**src/rtl/move_validator.sv**
```systemverilog
// ============================================================================
// Module      : move_validator
// Description : Registered move-acceptance engine for an N-cell two-player
//               board. Checks range, board-full and occupancy, then commits.
// Revision    : 1.0 - initial release
// ============================================================================
`default_nettype none

module move_validator #(
    parameter int CELLS = 9,
    parameter int IDX_W = 4
) (
    input  logic             clk,
    input  logic             rst,
    input  logic             clear,
    input  logic             move_valid,
    input  logic [IDX_W-1:0] move_idx,
    output logic             move_ready,
    output logic             accept,
    output logic             reject,
    output logic [1:0]       reject_code,
    output logic [CELLS-1:0] p1_board,
    output logic [CELLS-1:0] p2_board,
    output logic             turn,
    output logic [6:0]       move_count,
    output logic             board_full,
    output logic             conflict
);

    typedef enum logic [1:0] {
        S_IDLE  = 2'd0,
        S_CHECK = 2'd1,
        S_RESP  = 2'd2
    } state_t;

    localparam logic [1:0] C_CODE_OK    = 2'b00;
    localparam logic [1:0] C_CODE_OCC   = 2'b01;
    localparam logic [1:0] C_CODE_RANGE = 2'b10;
    localparam logic [1:0] C_CODE_FULL  = 2'b11;
    localparam logic [6:0] C_CELLS_CNT  = 7'(CELLS);

    state_t           r_state;
    state_t           w_next_state;
    logic [IDX_W-1:0] r_idx;
    logic             r_player;
    logic [CELLS-1:0] r_p1;
    logic [CELLS-1:0] r_p2;
    logic             r_turn;
    logic [6:0]       r_count;
    logic             r_accept;
    logic             r_reject;
    logic [1:0]       r_code;

    logic [CELLS-1:0] w_onehot;
    logic             w_in_range;
    logic             w_occupied;
    logic             w_full;
    logic [1:0]       w_code;

    assign w_onehot   = {{(CELLS-1){1'b0}}, 1'b1} << r_idx;
    assign w_in_range = ({{(32-IDX_W){1'b0}}, r_idx} < 32'(CELLS));
    assign w_occupied = |((r_p1 | r_p2) & w_onehot);
    assign w_full     = (r_count == C_CELLS_CNT);

    // Range is tested first so the occupancy lookup never depends on a
    // truncated one-hot for an index beyond the board.
    always_comb begin
        w_code = C_CODE_OK;
        if (!w_in_range) begin
            w_code = C_CODE_RANGE;
        end else if (w_full) begin
            w_code = C_CODE_FULL;
        end else if (w_occupied) begin
            w_code = C_CODE_OCC;
        end
    end

    always_ff @(posedge clk or posedge rst) begin
        if (rst) begin
            r_state <= S_IDLE;
        end else begin
            r_state <= w_next_state;
        end
    end

    always_comb begin
        w_next_state = r_state;
        case (r_state)
            S_IDLE:  if (move_valid) w_next_state = S_CHECK;
            S_CHECK: w_next_state = S_RESP;
            S_RESP:  w_next_state = S_IDLE;
            default: w_next_state = S_IDLE;
        endcase
        if (clear) begin
            w_next_state = S_IDLE;
        end
    end

    always_ff @(posedge clk or posedge rst) begin
        if (rst) begin
            r_idx    <= '0;
            r_player <= 1'b0;
        end else if (r_state == S_IDLE && move_valid) begin
            r_idx    <= move_idx;
            r_player <= r_turn;
        end
    end

    // Board update lands on the CHECK->RESP edge so it is visible with accept.
    always_ff @(posedge clk or posedge rst) begin
        if (rst) begin
            r_p1     <= '0;
            r_p2     <= '0;
            r_turn   <= 1'b0;
            r_count  <= '0;
            r_accept <= 1'b0;
            r_reject <= 1'b0;
            r_code   <= C_CODE_OK;
        end else begin
            r_accept <= 1'b0;
            r_reject <= 1'b0;
            if (clear) begin
                r_p1    <= '0;
                r_p2    <= '0;
                r_turn  <= 1'b0;
                r_count <= '0;
                r_code  <= C_CODE_OK;
            end else if (r_state == S_CHECK) begin
                if (w_code == C_CODE_OK) begin
                    r_accept <= 1'b1;
                    if (r_player) begin
                        r_p2 <= r_p2 | w_onehot;
                    end else begin
                        r_p1 <= r_p1 | w_onehot;
                    end
                    r_turn  <= ~r_turn;
                    r_count <= r_count + 7'd1;
                end else begin
                    r_reject <= 1'b1;
                    r_code   <= w_code;
                end
            end
        end
    end

    assign move_ready  = (r_state == S_IDLE);
    assign accept      = r_accept;
    assign reject      = r_reject;
    assign reject_code = r_code;
    assign p1_board    = r_p1;
    assign p2_board    = r_p2;
    assign turn        = r_turn;
    assign move_count  = r_count;
    assign board_full  = w_full;
    assign conflict    = |(r_p1 & r_p2);

endmodule

`default_nettype wire

```
**config.mk**
```make
export PLATFORM = sky130hd
export DESIGN_NAME = move_validator
export DESIGN_NICKNAME = d
export VERILOG_FILES = /design/src/rtl/move_validator.sv
export SDC_FILE = /design/constraint.sdc
export NUM_CORES = 1
export LEC_CHECK = 0
export CAP_MARGIN = 15
export CORE_ASPECT_RATIO = 1.4
export CORE_MARGIN = 5
export CORE_UTILIZATION = 30
export DETAILED_ROUTE_END_ITERATION = 12
export PLACE_DENSITY = 0.52
export SLEW_MARGIN = 5
export SYNTH_ARGS = -nofsm -noshare
export SYNTH_HDL_FRONTEND = slang
export SYNTH_SLANG_ARGS = --single-unit
```
**constraint.sdc**
```tcl
create_clock -name clk -period 3.1 [get_ports clk]
set_clock_uncertainty 0.15 [all_clocks]
set_input_delay 0.31 -clock clk [delete_from_list [all_inputs] [get_ports clk]]
set_output_delay 0.31 -clock clk [all_outputs]
set_load 0.02 [all_outputs]
```
* After elaboration in Yosys (flattened, before gate mapping) *
Cells that the tools add are included.

word-level totals
  register bits = 37
  bits of input ports = 8
  output and inout bits = 33
  word-level logic and storage cells = 65

cells by class
  add/subtract/negate cells = 1
  magnitude comparators = 1
  eq/ne operators = 5
  shift-type cells = 1
  multiplexer cells = 29
  bitwise logic cells = 6
  reductions and logical operators = 12

operators with widths
  kind                                                  number
  two-way mux 9 bit                                     8
  bitwise OR 9 bit                                      3
  two-way mux 7 bit                                     3
  bitwise AND 9 bit                                     2
  OR reduction 9 bit                                    2
  two-way mux 2 bit                                     7
  two-way mux 1 bit                                     10
  left shift 1 x 4 -> 9 bit (first input constant)      1
  adder 7 x 1 -> 7 bit (second input constant)          1
  equality test 7 x 4 -> 1 bit (second input constant)  1
  AND reduction 3 bit                                   2
  nonzero test 2 bit                                    3
  logical NOT 2 bit                                     2
  less-than comparator 4 bit (second input constant)    1
  != test 2 bit (second input constant)                 2
  case mux 2 bit (2 select lines)                       1
  AND reduction 2 bit                                   2
  != test 3 bit (second input constant)                 1
  equality test 2 x 1 -> 1 bit (second input constant)  1
  logical AND 1 bit                                     1
  inverter 1 bit                                        1

* Depth between registers and ports, before layout *
  depth after elaboration = 10
  gate-level depth with buffers = 9
  mapped depth without buffers = 7

* Worst setup path after synthesis *
No wires, ideal clock.

  path type = reg2reg
  start point = reg r_p1[7] (netlist: p1_board[7])
  end point = reg r_p1[2] (netlist: p1_board[2])
  library setup time = 101 ps
  arrival = 2232 ps
  data required time = 2849 ps
  setup slack = 617 ps
  cell stages (with the launch flop) = 8
  path buffers = 2
  period minus slack after synthesis = 2483 ps
  cells stage by stage = dfrtp_1 o211ai_1 o221ai_2 a221o_1 or4_1 buf_2 buf_6 o32ai_1

between the ends
  word-level cells in the longest chain between the ends = 9

RTL lines
  what                                  RTL line  source
  from (decl)                           46        logic [CELLS-1:0] r_p1;
  from (signal assigned)                134       r_p1 <= r_p1 | w_onehot;
  bitwise OR 9 bit                      62        assign w_occupied = |((r_p1 | r_p2) & w_onehot);
  bitwise AND 9 bit                     62
  OR reduction 9 bit                    62
  two-way mux 1 bit                     73        end else if (w_occupied) begin
  two-way mux 2 bit                     71        end else if (w_full) begin
  two-way mux 2 bit                     69        if (!w_in_range) begin
  logical NOT 2 bit                     129       if (w_code == C_CODE_OK) begin
  nonzero test 2 bit (no source line)   -
  AND reduction 3 bit (no source line)  -

Every way passes these cells.
A chain may end at the register's enable or synchronous reset.

* Final worst setup path *
  start point = reg r_idx[1]
  end point = reg r_p2[5] (netlist: p2_board[5])

between the ends
  word-level cells in the longest chain between the ends = 9

RTL lines
  what                                  RTL line  source
  from (decl)                           44        logic [IDX_W-1:0] r_idx;
  from (signal assigned)                104       r_idx <= move_idx;
  left shift 1 x 4 -> 9 bit             60        assign w_onehot = {{(CELLS-1){1'b0}}, 1'b1} << r_idx;
  bitwise AND 9 bit                     62
  OR reduction 9 bit                    62
  two-way mux 1 bit                     73
  two-way mux 2 bit                     71
  two-way mux 2 bit                     69
  logical NOT 2 bit                     129
  nonzero test 2 bit (no source line)   -
  AND reduction 3 bit (no source line)  -
  to (signal assigned)                  132       r_p2 <= r_p2 | w_onehot;
  to (decl)                             47        logic [CELLS-1:0] r_p2;

Parallel ways exist; a longest one is shown, timed or not. The select of a mux whose other input is x is not followed.

==> impl_metrics.env <==
export IMPL_total_global_route_track_usage_pct=13.05
export IMPL_drt_first_iter_violations=125
export IMPL_detail_route_drc_violations=0
export IMPL_cp_arrival_ns=2.80
export IMPL_ys_flop_type="sky130_fd_sc_hd__dfrtp_1"
export IMPL_drt_pass_1_iters=4
export IMPL_rows=34
export IMPL_yosysTopAreaCell="sky130_fd_sc_hd__dfrtp_1"
export IMPL_critical_path_cell_chain="nand2b_2 -> o221ai_2 -> a221o_1 -> or4_1 -> o32ai_1"
export IMPL_startpoint_type_of_the_worst_setup_path="register"
export IMPL_timing_final_crit_share_pct=89.49
export IMPL_maxClockFrequency_mhz=360.5
export IMPL_yosysWarnings=0
export IMPL_antenna_violating_nets_post_route=0
export IMPL_cts_repair_resized=0
export IMPL_place_gp_congestion=0.8399
export IMPL_setup_violations_final=0
export IMPL_grt_first_pass_wirelength_um=8507
export IMPL_synth_sequential_area_ratio_pct=48.88
export IMPL_post_cts_setup_bufs=0
export IMPL_max_ir_drop_vdd_uv=177.5
export IMPL_num_io_pins=41
export IMPL_run_status="finished clean"
export IMPL_unrepaired_setup_endpoints_after_global_routing="false"
export IMPL_postLayoutSetupSlackWorst_ns=0.3259
export IMPL_clock_sink_total=37
export IMPL_die_area_mm2=0.008026
export IMPL_grt_max_degree=38
export IMPL_netlist_cell_type_count=49
export IMPL_wire_per_inst_um=17.10
export IMPL_timing_critical_path_required_ns=3.13
export IMPL_max_slew_margin_rel_pct=54.43
export IMPL_h_tree_depth=2
export IMPL_final_nets=236
export IMPL_synth_seq_cells=37
export IMPL_syn2layout_area_growth_pct=28.53
export IMPL_cts_hold_repair_buffers=0
export IMPL_detailedPlacementHpwl_um=3695
export IMPL_fin_total_pwr_uw=1038
export IMPL_tritoncts="built"
export IMPL_synth_avg_cell_area_um2=10.13
export IMPL_cp_slowest_cell="sky130_fd_sc_hd__or4_1"
export IMPL_post_synth_instance_area_mm2=0.001894
export IMPL_die_height_um=104.0
export IMPL_timing_final_max_slew_violations=0
export IMPL_p_leak_uw=0.0009608
export IMPL_ratio_of_cells_with_drive_above_1_in_the_final_layout_pct=8.850
export IMPL_top_post_synthesis_cells_by_area="sky130_fd_sc_hd__dfrtp_1 (49%), sky130_fd_sc_hd__o32ai_1 (6.5%), sky130_fd_sc_hd__inv_1 (3.8%)"
export IMPL_setup_tns_ns=0
export IMPL_placement_setup_worst_slack_ns=0.3586
export IMPL_number_of_global_route_vias_before_repair=1641
export IMPL_tightestPinTransition_ns=0.6835
export IMPL_drv_max_cap_violation_count=0
export IMPL_via_count=1617
export IMPL_via_per_inst=5.426
export IMPL_cts_made_buffers=5
export IMPL_detailed_route_wl_um=5095
export IMPL_cpPeakStageDelay_ns=0.86
export IMPL_clk_insertion_delay_late_ns=0.28
export IMPL_min_delay_path_class="in -> async"
export IMPL_core_area_mm2=0.006168
export IMPL_timing_final_hold_violations=0
export IMPL_path_class="reg -> reg"
export IMPL_antenna_found_initial=0
export IMPL_synth_edf_count=0
export IMPL_synth_async_reset_ratio_pct=100.0
export IMPL_initial_core_utilization_pct=30.71
export IMPL_clk_pin_slew_worst_paths_ns=0.07
export IMPL_globalRouteOverflowTotal=0
export IMPL_gate_count_post_synth=187
export IMPL_antenna_cells=0
export IMPL_worst_path_dominant_cell_family="simple AND/OR/NAND/NOR gates"
export IMPL_worst_setup_path_end_kind="register"
export IMPL_finalWorstPathRequiredPeriod_ns=2.774
export IMPL_port_buffers=40
export IMPL_critical_path_buf_inv_count=0
export IMPL_top_area_cell_type_share_of_the_netlist_area_pct=48.88
export IMPL_synth_nets=197
export IMPL_timing_critical_path_fanout_max=18
export IMPL_fp_dieW_um=77.16
export IMPL_cts_root_buf="sky130_fd_sc_hd__clkbuf_8"
export IMPL_clock_tree_buffer_depth=2
export IMPL_power_per_cell_area_mw_per_mm2=426.5
## report_power, final
part           internal [uW]  switching [uW]
Sequential               500            30.0
Clock                    176             162
Combinational           68.6             101
## flip-flops by register name (all words and copies together), names as in the netlist
signal	count
accept	1
move_count	7
p1_board	9
p2_board	9
r_idx	4
r_player	1
r_state	2
reject	1
reject_code	2
turn	1
## worst paths after layout
check                                      end      startpoint  slack [ns]  cells past startpoint
worst max-delay path               p2_board[5]        r_idx[1]        0.33                      5
worst min-delay path             move_count[6]             rst        0.29                      3
worst max register to register     p2_board[5]        r_idx[1]        0.33                      5
worst min register to register  reject_code[0]  reject_code[0]        0.40                      2
max in group asynchronous        move_count[3]             rst        2.17                      3
min in group clk                reject_code[0]  reject_code[0]        0.40                      2
## final cells by class
cell class	instances	area (um2)
clock buffers	7	86.33
fillers	610	3734
inverters	20	75.07
multi-input cells	118	827.0
flip-flops and latches	37	925.9
well taps	72	90.09
repair buffers	44	430.4
## synthesized netlist by cell type, drive strengths merged, types with 5 or more instances
cell type   n
mux2        8
nor3        5
nand3       6
nand2      10
or4         5
o32ai      14
clkbuf      7
nor2       12
dfrtp      37
nor2b       5
buf         5
inv        20
## tightest hold or removal path, cell delays in order
cell	delay [ns]
sky130_fd_sc_hd__clkdlybuf4s50_1	0.39
sky130_fd_sc_hd__inv_1	0.05
sky130_fd_sc_hd__buf_4	0.40
## through the flow
stage	hold WS, ns	instances	instance area [um2]	utilization, %
6_report	0.2863	298	2435	39.47
5_1_grt	0.3547	298	2435	39.47
4_1_cts	0.3050	298	2435	39.47
3_5_place_dp	0.3961	291	2349	38.07
3_3_place_gp	0.3921	291	2349	38.07
2_1_floorplan	0.3117	187	1894	-
## layer usage
metal / global-route usage (%) / routed length (um) / vias to the layer above
li1: - / - / 764
met4: 4.423 / 87 / 0
met3: 2.426 / 224 / 7
met1: 16.48 / 2155 / 795
met5: 0 / 0 / -
met2: 22.05 / 2629 / 51
## kinds of logic (layout without fill, tap and decap cells)
| group | Yosys count | in the layout | share of synthesized area [%] |
|---|---|---|---|
| fa+ha+maj | 2 | 2 | 1.321 |
| mux | 8 | 8 | 4.755 |
| compound gates | 43 | 43 | 18.16 |
| simple gates | 65 | 65 | 19.42 |
| buf+inv | 32 | 71 | 7.464 |
| flops | 37 | 37 | 48.88 |
## placed cells by master (no fill, tap or decap), types with 2 or more instances in the layout
cell / n
sky130_fd_sc_hd__nand2b_1: 2
sky130_fd_sc_hd__nor2b_1: 5
sky130_fd_sc_hd__inv_1: 19
sky130_fd_sc_hd__o21a_1: 2
sky130_fd_sc_hd__nor2_1: 12
sky130_fd_sc_hd__or4b_1: 2
sky130_fd_sc_hd__clkbuf_8: 6
sky130_fd_sc_hd__a21oi_1: 4
sky130_fd_sc_hd__dfrtp_1: 37
sky130_fd_sc_hd__a221oi_1: 2
sky130_fd_sc_hd__o21ai_0: 2
sky130_fd_sc_hd__o31ai_1: 4
sky130_fd_sc_hd__or4_1: 5
sky130_fd_sc_hd__or3_1: 4
sky130_fd_sc_hd__clkdlybuf4s50_1: 40
sky130_fd_sc_hd__and3_1: 2
sky130_fd_sc_hd__nand4_1: 2
sky130_fd_sc_hd__nor3b_1: 2
sky130_fd_sc_hd__mux2_1: 3
sky130_fd_sc_hd__o32ai_1: 14
sky130_fd_sc_hd__nand3_1: 6
sky130_fd_sc_hd__o2bb2ai_1: 3
sky130_fd_sc_hd__mux2_2: 5
sky130_fd_sc_hd__nor3_1: 5
sky130_fd_sc_hd__buf_4: 4
sky130_fd_sc_hd__nand2_1: 10
sky130_fd_sc_hd__ha_1: 2
(Power assumes the default switching activity.)
